==> src/rtl/spi_arb_pkg.sv <==
// Shared types for the SPI master share arbiter.
// Arbiter state encoding and owner index.
package spi_arb_pkg;

  typedef enum logic [1:0] {
    IDLE = 2'd0,
    OWN  = 2'd1,
    GAP  = 2'd2
  } arb_state_t;

  // 0 = A2D interface, 1 = inertial sensor interface
  typedef logic owner_t;

  localparam owner_t OWNER_A2D   = 1'b0;
  localparam owner_t OWNER_INERT = 1'b1;

endpackage

==> src/rtl/spi_share_arb.sv <==
// Shares one SPI_mnrch master between the A2D and inertial requesters.
// Ports: clk, rst_n (sync, active low); req/wrt/wrt_data per requester;
// gnt/done per requester; rd_data broadcast; m_* to/from the master;
// SS_n0/SS_n1 routed chip selects; tmo pulses on an idle-owner revoke.
module spi_share_arb
  import spi_arb_pkg::*;
#(
  parameter int GAP_CYC = 4,
  parameter int TMO_CYC = 1024,
  parameter int TMO_W   = 11
) (
  input  logic        clk,
  input  logic        rst_n,
  input  logic        req0,
  input  logic        req1,
  input  logic        wrt0,
  input  logic        wrt1,
  input  logic [15:0] wrt_data0,
  input  logic [15:0] wrt_data1,
  output logic        gnt0,
  output logic        gnt1,
  output logic        done0,
  output logic        done1,
  output logic [15:0] rd_data,
  output logic        m_wrt,
  output logic [15:0] m_wrt_data,
  input  logic        m_done,
  input  logic [15:0] m_rd_data,
  input  logic        m_SS_n,
  output logic        SS_n0,
  output logic        SS_n1,
  output logic        tmo
);

  localparam logic [TMO_W-1:0] TMO_LAST = TMO_W'(TMO_CYC - 1);
  localparam logic [TMO_W-1:0] GAP_LAST = TMO_W'(GAP_CYC - 1);

  arb_state_t       state;
  owner_t           owner;
  owner_t           last_owner;
  logic             busy;
  logic [TMO_W-1:0] cnt;
  // Requesters revoked by timeout stay locked out until they drop req.
  logic [1:0]       blk;

  logic        in_own;
  logic        own_req;
  logic        own_wrt;
  logic [15:0] own_data;
  logic        fwd;
  logic        rel;
  logic [1:0]  elig;
  owner_t      pick;

  assign in_own   = (state == OWN);
  assign own_req  = owner ? req1 : req0;
  assign own_wrt  = owner ? wrt1 : wrt0;
  assign own_data = owner ? wrt_data1 : wrt_data0;

  // The master is only ever started while idle.
  assign fwd = in_own && own_wrt && !busy;

  // An m_done in the same cycle counts as not busy.
  assign rel = in_own && !own_req && !fwd
             && !(busy && !m_done);

  assign elig = {req1 & ~blk[1], req0 & ~blk[0]};
  assign pick = (elig == 2'b11) ? ~last_owner
                                : elig[1];

  assign m_wrt      = fwd;
  assign m_wrt_data = fwd ? own_data : 16'h0000;

  assign gnt0 = in_own && (owner == OWNER_A2D);
  assign gnt1 = in_own && (owner == OWNER_INERT);

  assign done0 = gnt0 && busy && m_done;
  assign done1 = gnt1 && busy && m_done;

  assign SS_n0 = gnt0 ? m_SS_n : 1'b1;
  assign SS_n1 = gnt1 ? m_SS_n : 1'b1;

  assign rd_data = m_rd_data;

  always_ff @(posedge clk) begin
    if (!rst_n) begin
      state      <= IDLE;
      owner      <= OWNER_A2D;
      last_owner <= OWNER_INERT;
      busy       <= 1'b0;
      cnt        <= '0;
      blk        <= 2'b00;
      tmo        <= 1'b0;
    end else begin
      tmo <= 1'b0;
      if (!req0) blk[0] <= 1'b0;
      if (!req1) blk[1] <= 1'b0;
      unique case (state)
        IDLE: begin
          if (elig != 2'b00) begin
            state <= OWN;
            owner <= pick;
            busy  <= 1'b0;
            cnt   <= '0;
          end
        end
        OWN: begin
          if (rel) begin
            state      <= GAP;
            last_owner <= owner;
            busy       <= 1'b0;
            cnt        <= '0;
          end else if (fwd) begin
            busy <= 1'b1;
            cnt  <= '0;
          end else if (busy) begin
            if (m_done) busy <= 1'b0;
          end else if (cnt == TMO_LAST) begin
            tmo        <= 1'b1;
            state      <= GAP;
            last_owner <= owner;
            blk[owner] <= 1'b1;
            cnt        <= '0;
          end else begin
            cnt <= cnt + TMO_W'(1);
          end
        end
        GAP: begin
          if (cnt == GAP_LAST) begin
            state <= IDLE;
            cnt   <= '0;
          end else begin
            cnt <= cnt + TMO_W'(1);
          end
        end
        default: state <= IDLE;
      endcase
    end
  end

endmodule

==> config.mk <==
export PLATFORM = sky130hd
export DESIGN_NAME = spi_share_arb
export DESIGN_NICKNAME = d
export VERILOG_FILES = /design/src/rtl/spi_arb_pkg.sv /design/src/rtl/spi_share_arb.sv
export SDC_FILE = /design/constraint.sdc
export NUM_CORES = 1
export LEC_CHECK = 0
export BUFFER_PORTS_ARGS = -buffer_cell sky130_fd_sc_hd__buf_4
export CAP_MARGIN = 0
export CELL_PAD_IN_SITES_DETAIL_PLACEMENT = 1
export CELL_PAD_IN_SITES_GLOBAL_PLACEMENT = 2
export CORE_UTILIZATION = 20
export DETAILED_ROUTE_END_ITERATION = 16
export GPL_ROUTABILITY_DRIVEN = 1
export GPL_TIMING_DRIVEN = 0
export PLACE_DENSITY = 0.73
export SLEW_MARGIN = 10
export SYNTH_ARGS = -nofsm -noshare
export SYNTH_HDL_FRONTEND = slang
export SYNTH_SLANG_ARGS = --single-unit
==> constraint.sdc <==
create_clock -name clk -period 1.85 [get_ports clk]
set_clock_uncertainty 0.05 [all_clocks]
set_input_delay 0.185 -clock clk [delete_from_list [all_inputs] [get_ports clk]]
set_output_delay 0.185 -clock clk [all_outputs]
set_load 0.005 [all_outputs]
==> results of run 1 <==
## per-stage QoR
step | setup TNS, ns | power (mW)
6_report | -2.38 | 1.69
5_1_grt | -3.79 | 1.83
4_1_cts | -2.21 | 1.70
3_5_place_dp | -5.08 | 1.26
3_3_place_gp | -4.82 | 1.25
2_1_floorplan | -0.0403 | 0.934
## final timing paths
| path | from | endpoint | depth (start not counted) |
|---|---|---|---|
| worst max-delay path | cnt[1]$_SDFFE_PN0P_ | cnt[10]$_SDFFE_PN0P_ | 7 |
| worst min-delay path | req1 | blk[1]$_SDFF_PN0_ | 2 |
| worst max register to register | cnt[1]$_SDFFE_PN0P_ | cnt[10]$_SDFFE_PN0P_ | 7 |
| worst min register to register | blk[0]$_SDFF_PN0_ | blk[0]$_SDFF_PN0_ | 2 |
## cells by family after synthesis
family          after synthesis
simple gates                 80
buf+inv                      29
compound gates               24
mux                          21
flops                        19
xor+xnor                      7
fa+ha+maj                     5
## what timing repair did
action | in CTS | in global routing
pin swaps | 3 | 7
resized for setup | 18 | 12
endpoints found under the setup margin | 33 | 31
gates cloned | 1 | 0
buffers inserted | 11 | 1
## layout make-up
class                           count  area [um2]  area share [%]
Tap cell                           99         124            4.91
Clock buffer                        4        45.0            1.78
Inverter                            6        22.5           0.892
Buffer                             22         164            6.49
Sequential cell                    19         390            15.5
Multi-Input combinational cell    137        1050            41.8
Timing Repair Buffer               92         723            28.7
## metal layers
metal  GRT usage (%)  part of all wire, %  up-vias
li1                -                    -      824
met4            2.31                 0.70        0
met3            2.12                  3.9        4
met1            16.1                   43      798
met5               0                    0        -
met2            24.5                   53       35
## cell usage in the layout (no fill, tap or decap), drive strengths merged
cell    synthesis  final
and4            1      1
or4             1      1
xor2            7      7
o221ai          1      1
clkbuf          4      6
o41ai           1      1
a21oi           4      4
mux2i          19     19
and4bb          1      1
a211o           1      1
nand2          10     10
or3             2      2
nand2b          5      5
a41oi           1      1
nor3b           2      2
nor4            1      1
ha              5      5
o22ai           1      1
buf            19    112
nand3           7      7
a32o            1      1
inv             6      6
o21ai           9      9
nand4           4      4
nor2b           4      4
and3b           1      1
dfxtp          19     19
or4b            1      1
and3            7      7
mux2            2      2
nor3            3      3
nand3b          2      2
a31oi           2      2
nor2           25     25
a211oi          1      1
and2            3      3
o211ai          2      2
## state kept, by name, indices dropped and copies added (netlist names)
signal and count:
owner 1, state 2, cnt 11, last_owner 1, busy 1, tmo 1, blk 2
## critical path: stages (launching register included)
cell and delay, ns:
dfxtp_4 0.37, ha_4 0.12, or4b_4 0.46, o41ai_4 0.33
nand3_2 0.16, o221ai_4 0.27, buf_12 0.16, nor2_1 0.04
## power by group through the flow
stage	Clock, mW	Sequential [mW]	Combinational (mW)
6_report	0.293	0.474	0.926
5_1_grt	0.327	0.478	1.02
4_1_cts	0.311	0.471	0.914
3_5_place_dp	0	0.482	0.775
3_3_place_gp	0	0.480	0.766
2_1_floorplan	0	0.473	0.461
==> metrics.txt, run 1 <==
status=finished, violations left; failing checks=setup timing; Cell Rows=31; die area=0.00793 mm2; # placed instances=363; Gate Count Post-Synth=185; Nets=342; Synth Warn #=0; Crit path required time=1.95 ns; most used flip-flop cell after synthesis=dfxtp_1; post-synth top area cell=dfxtp_1; drt initial violations=72; top-area cell type share of the netlist area=25.1%; Netlist cell types=43; hpwl dp=3890 um; I/O Buffers=79; Startpoint Class=register; ANT nets after route=0; Worst-Skew Late Latency=0.25 ns; core area=0.00729 mm2; Slew HR=71.0%; final worst path period share=111%; xor/xnor cell area share of the yosys netlist=4.04%; dpl cell area=0.00225 mm2; post-synthesis compound-gate area fraction=12.8%; clock buffer depth=2; clock tree sinks=19; top post-synthesis cells by count=nor2_1, dfxtp_1, mux2i_1; initial antenna violation count=0; Synth-to-Final Area Change=66.4%; total gr overflow=0; DRT Pass-1 Iters=4; EDFF count, synth=0; critical path class=register to register; CTS HTree Levels=1; FMAX=485 MHz; Final Critical Period=2.06 ns; Pint=1.09 mW; first-pass GRT wire length=8140 um; worst setup margin=-0.212 ns; ys async rst share=0%; FF+latch count, synth=19; I/O pin cnt=96; PwrDens=671 mW/mm2; Switch Pwr=0.604 mW; die height=89.1 um; critical path peak fanout=5; most common cell in the synthesized netlist=nor2_1; Synth Area in Adders=4.13%; CTS tree=done; pin slew with the least headroom to its limit=0.435 ns; Sw Share=35.7%; CTS root buf=clkbuf_8; final-report max-slew violation count=0; antenna cell count=0; fillcell total=913; RSZ-0062 raised after global routing=true; Hold Buf Count CTS=0; Non-Filler Instances=379; Die W=89.1 um; vias in the first global route=1641; largest family of logic cells by synthesized area=simple AND/OR/NAND/NOR gates; cts bufs inserted=3; Setup WS pre-CTS=-0.320 ns; final hold vios=0; RePlAce Congestion=0.706; power share of the clock group=17.3%; syn nets=246; post-synthesis mux area share=14.0%; Design Area, Final=0.00252 mm2; ratio of cells with drive above 1 in the final layout=50.0%; Final Core Density=34.6%; all-layer global routing usage=13.2%; register area share after synthesis=25.1%; largest net degree at the start of global routing=11; WHS=0.149 ns; final WL=5120 um; kind of end point of the critical path=register; Initial Utilization=20.8%; Reg power frac=28.0%; Max Cap Viol=0; Comb pwr share=54.7%; overall via count from detail_route=1661; largest vdd supply drop=197 uV; top post-synthesis cells by area=dfxtp_1, mux2i_1, buf_4, nor2_1, ha_1; worst hold path class=input pin to register; Netlist Area Pre-Place=0.00152 mm2; Mapped Avg Cell Area=8.20 um2; per-cell routed wire length=13.5 um; Reg clk slew, reported paths=0.07 ns; DRC errors left=0; CP arrival=2.16 ns; via-per-instance ratio=4.38; Synth Area in Simple Gates=28.6%; Worst R2R Setup Slack=-0.21 ns; final setup violation count=13; P_leak=1.16 nW
Power figures use the tool's default switching activity.
==> inputs of run 2 (changes only) <==
--- a/config.mk
+++ b/config.mk
@@ -9,6 +9,7 @@
 export CAP_MARGIN = 0
 export CELL_PAD_IN_SITES_DETAIL_PLACEMENT = 1
 export CELL_PAD_IN_SITES_GLOBAL_PLACEMENT = 2
+export CORE_ASPECT_RATIO = 1.4
 export CORE_UTILIZATION = 20
 export DETAILED_ROUTE_END_ITERATION = 16
 export GPL_ROUTABILITY_DRIVEN = 1
==> run 2 against run 1 <==
Effect of this change:
- the run still ends with setup timing left
- cell area up 4.7%
- worst hold slack worse by 0.010 ns
- clock-buffer cell count down 1
- clock power up 6%
- largest power group unchanged
==> metrics.txt, run 2 (synthesis gave the netlist of run 1 again) <==
FMAX=504 MHz; Comb pwr share=57.2%; kind of end point of the critical path=register; Startpoint Class=register; RePlAce Congestion=0.757; final-report max-slew violation count=0; most frequent cells in the layout=buf_4, nor2_1, mux2i_1; via-per-instance ratio=4.47; all-layer global routing usage=13.5%; Sw Share=36.4%; GR Util met1=13.9%; largest net degree at the start of global routing=12; antenna cell count=0; die height=105 um; Biggest register=cnt; final setup violation count=13; status=finished, violations left; I/O Buffers=79; critical path class=register to register; global routing usage on met3=2.70%; dpl cell area=0.00225 mm2; commonest non-fill, non-tap cell in the layout=buf_4; Initial Utilization=20.6%; DRT Pass-1 Iters=4; CTS HTree Levels=1; Worst-Skew Late Latency=0.26 ns; Design Area, Final=0.00264 mm2; worst hold path class=input pin to register; P_leak=1.20 nW; first-pass GRT wire length=8250 um; core area=0.00736 mm2; Slew HR=71.6%; overall via count from detail_route=1717; Reg power frac=25.9%; Switch Pwr=0.669 mW; Synth-to-Final Area Change=74.2%; drt initial violations=39; die area=0.00794 mm2; max reg flops=11; critical path peak fanout=4; hpwl dp=3910 um; CTS root buf=clkbuf_8; cts bufs inserted=3; initial antenna violation count=0; Final Critical Period=1.99 ns; Pint=1.17 mW; per-cell routed wire length=13.7 um; gr busiest metal=met2; vias in the first global route=1850; total gr overflow=0; clock buffer depth=2; largest vdd supply drop=304 uV; Crit path required time=2.00 ns; worst setup margin=-0.135 ns; Setup WS pre-CTS=-0.312 ns; Nets=349; I/O pin cnt=96; PwrDens=697 mW/mm2; DRC errors left=0; Die W=75.6 um; CP arrival=2.13 ns; ratio of cells with drive above 1 in the final layout=52.6%; Reg clk slew, reported paths=0.08 ns; ANT nets after route=0; failing checks=setup timing; Non-Filler Instances=384; WHS=0.139 ns; Max Cap Viol=0; final worst path period share=107%; final hold vios=0; clock tree sinks=19; RSZ-0062 raised after global routing=true; final WL=5270 um; Cell Rows=37; # placed instances=361; M2 GR Usage=25.2%; power share of the clock group=16.9%; aggregate negative setup slack=-0.993 ns; pin slew with the least headroom to its limit=0.425 ns; Top Registers=cnt: 11 flops, blk: 2 flops, state: 2 flops; CTS tree=done; Final Core Density=35.9%; Final Power=1.84 mW
[run 2: power groups by stage]
stage	clock, mW	combinational (mW)	sequential [mW]
2_1_floorplan	0	0.461	0.473
3_3_place_gp	0	0.777	0.481
3_5_place_dp	0	0.776	0.482
4_1_cts	0.317	0.931	0.476
5_1_grt	0.333	1.15	0.481
6_report	0.311	1.05	0.476
[run 2: path summary, 6_finish.rpt]
| check | from | endpoint | slack, ns | cells after the start |
|---|---|---|---|---|
| max | cnt[0]$_SDFFE_PN0P_ | state[0]$_SDFFE_PN0P_ | -0.14 | 6 |
| min | req1 | blk[1]$_SDFF_PN0_ | 0.14 | 2 |
| max reg2reg | cnt[0]$_SDFFE_PN0P_ | state[0]$_SDFFE_PN0P_ | -0.14 | 6 |
| min reg2reg | state[1]$_SDFFE_PN0P_ | state[1]$_SDFFE_PN0P_ | 0.44 | 2 |
[run 2: critical path: stages, from the launching register on]
cell and delay [ns]:
dfxtp_4 0.36, ha_4 0.15, or4b_4 0.47, o41ai_4 0.28, o21ai_1 0.11, and4bb_1 0.32, mux2i_1 0.19
[run 2: repair_timing]
| item | in CTS | in global routing |
|---|---|---|
| hold buffers | 0 | 0 |
| setup endpoints to repair | 33 | 28 |
| gates cloned | 0 | 1 |
| pin swaps | 5 | 10 |
| buffers inserted | 14 | 5 |
| resized for setup | 19 | 27 |
[run 2: cell type report]
type                    count  area [um2]
clock inverters             1        5.00
fillers                   867        4720
repair buffers             99         808
plain buffers              22         170
well taps                  97         121
clock buffers               3        41.3
inverters                   6        22.5
flip-flops and latches     19         392
multi-input cells         137        1080
[run 2: routing by layer]
metal  vias up  share of wire [%]
met5         -                  0
met1       800                 36
met4         0                1.5
li1        836                  -
met3         7                6.2
met2        74                 56
==> inputs of run 3 (changes only) <==
--- a/config.mk
+++ b/config.mk
@@ -10,11 +10,11 @@
 export CELL_PAD_IN_SITES_DETAIL_PLACEMENT = 1
 export CELL_PAD_IN_SITES_GLOBAL_PLACEMENT = 2
 export CORE_ASPECT_RATIO = 1.4
-export CORE_UTILIZATION = 20
+export CORE_UTILIZATION = 24
 export DETAILED_ROUTE_END_ITERATION = 16
 export GPL_ROUTABILITY_DRIVEN = 1
 export GPL_TIMING_DRIVEN = 0
-export PLACE_DENSITY = 0.73
+export PLACE_DENSITY = 0.82
 export SLEW_MARGIN = 10
 export SYNTH_ARGS = -nofsm -noshare
 export SYNTH_HDL_FRONTEND = slang
==> constraint.sdc (replaced) <==
create_clock -name clk -period 2.4 [get_ports clk]
set_clock_uncertainty 0.05 [all_clocks]
set_input_delay 0.24 -clock clk [delete_from_list [all_inputs] [get_ports clk]]
set_output_delay 0.24 -clock clk [all_outputs]
set_load 0.005 [all_outputs]
==> run 3 against run 2 <==
Effect of this change:
- flip-flop and latch count is the same
- clock power shrank 27%
- combinational power shrank 44%
- sequential power shrank 24%
- first-iteration DRC count shrank 38%
- critical path type unchanged
- the flow now finishes without violations
- setup slack gained 0.32 ns
==> metrics.txt, run 3 (synthesis gave the netlist of run 1 again) <==
pin slew with the least headroom to its limit=0.646 ns; commonest non-fill, non-tap cell in the layout=buf_4; all-layer global routing usage=12.7%; register area=380 um2; Cell Rows=33; crit path max-delay cell type=or4b_1; worst hold path class=input pin to register; # placed instances=334; Crit path required time=2.49 ns; Final Critical Period=2.21 ns; RePlAce Congestion=0.733; Nets=329; Worst-Skew Late Latency=0.26 ns; worst setup margin=0.188 ns; CTS HTree Levels=1; Final Power=1.17 mW; RR Endpoint=cnt[5]$_SDFFE_PN0P_; ANT nets after route=0; Top Registers=cnt: 11 flops, blk: 2 flops, state: 2 flops; largest vdd supply drop=156 uV; WHS=0.189 ns; Biggest register=cnt; per-cell routed wire length=12.8 um; aggregate negative setup slack=0 ns; Worst R2R Setup Slack=0.19 ns; DRC errors left=0; die height=96.1 um; P_leak=1.04 nW; Synth-to-Final Area Change=48.2%; core area=0.00599 mm2; ratio of cells with drive above 1 in the final layout=40.4%; largest net degree at the start of global routing=11; CP arrival=2.30 ns; Max Cap Viol=0; final worst path period share=92.2%; max reg flops=11; Startpoint Class=register; die area=0.00664 mm2; largest delay contributor family on the critical path=simple AND/OR/NAND/NOR gates; PwrDens=521 mW/mm2; via-per-instance ratio=4.78; hold endpoint=blk[0]$_SDFF_PN0_; CTS tree=done; DRT Pass-1 Iters=4; FMAX=452 MHz; total gr overflow=0; CP peak stage delay=0.50 ns; reg2reg path depth=6; WP buf/inv=0; cts bufs inserted=3; initial antenna violation count=0; Reg clk slew, reported paths=0.07 ns; critical path class=register to register; hpwl dp=3610 um; critical path peak fanout=10; WHS Path Cells=3; Die W=69.2 um; Non-Filler Instances=337; first-pass GRT wire length=6880 um; start of the worst register-to-register path=cnt[0]$_SDFFE_PN0P_; hold path startpoint=req0; Slew HR=56.9%; clock tree sinks=19; Initial Utilization=25.3%; fillcell total=754; kind of end point of the critical path=register; I/O pin cnt=96; overall via count from detail_route=1610; Multi-input gate area=973 um2; vias in the first global route=1595; final-report max-slew violation count=0; crit path cell chain=ha_1, or4b_1, o41ai_4, nand3_2, o221ai_4, nor2_1; final WL=4310 um; CTS root buf=clkbuf_8; final setup violation count=0; antenna cell count=0; Setup WS pre-CTS=0.165 ns; clock buffer depth=2; status=finished, final reports clean; final hold vios=0; most frequent cells in the layout=buf_4, nor2_1, mux2i_1, dfxtp_1, nand2_1; I/O Buffers=79; drt initial violations=24; RSZ-0062 raised after global routing=false
[run 3: timing repair]
action	CTS	global route
hold endpoints to repair	0	0
hold buffers	0	0
gates resized for setup	0	1
endpoints found under the setup margin	0	10
buffers inserted	0	0
[run 3: worst min-delay path: stages]
cell and delay (ns):
buf_4 0.11, nand3_1 0.06, o21ai_0 0.06
[run 3: worst max path at each step]
stage                     startpoint                     to  slack (ns)  cells after the start
3_3_place_gp     cnt[0]$_SDFFE_PN0P_    cnt[6]$_SDFFE_PN0P_        0.18                      6
3_5_place_dp     cnt[0]$_SDFFE_PN0P_    cnt[0]$_SDFFE_PN0P_        0.16                      6
2_1_floorplan    cnt[0]$_SDFFE_PN0P_  state[0]$_SDFFE_PN0P_        0.44                      6
5_1_grt           owner$_SDFFE_PN0P_    cnt[9]$_SDFFE_PN0P_       0.006                      7
6_report         cnt[0]$_SDFFE_PN0P_    cnt[5]$_SDFFE_PN0P_        0.19                      6
4_1_cts        state[1]$_SDFFE_PN0P_         m_wrt_data[13]        0.07                      7
[run 3: layout make-up]
type	count	area share [%]
Clock buffer	4	2.00
Sequential cell	19	16.9
Inverter	6	1.00
Tap cell	70	3.90
Buffer	22	6.46
Multi-Input combinational cell	137	43.3
Timing Repair Buffer	79	26.4
[run 3: where the power goes]
group          total (mW)  internal, mW  switching [mW]
clock               0.227         0.118           0.109
combinational       0.583         0.299           0.284
sequential          0.360         0.338          0.0220
total                1.17         0.755           0.415
[run 3: metal layers]
| layer | global-route usage (%) | share of wire, % | up-vias |
|---|---|---|---|
| met3 | 2.83 | 6.1 | 6 |
| met4 | 3.57 | 0.93 | 0 |
| met5 | 0 | 0 | - |
| met1 | 12.1 | 37 | 751 |
| met2 | 26.9 | 56 | 56 |
| li1 | - | - | 797 |
[run 3: per-stage QoR]
step	utilization [%]	area, um2
after global routing	37.5	2250
after global placement	36.7	2200
after floorplan	-	1520
final	37.5	2250
after detailed placement	36.7	2200
after CTS	37.5	2240
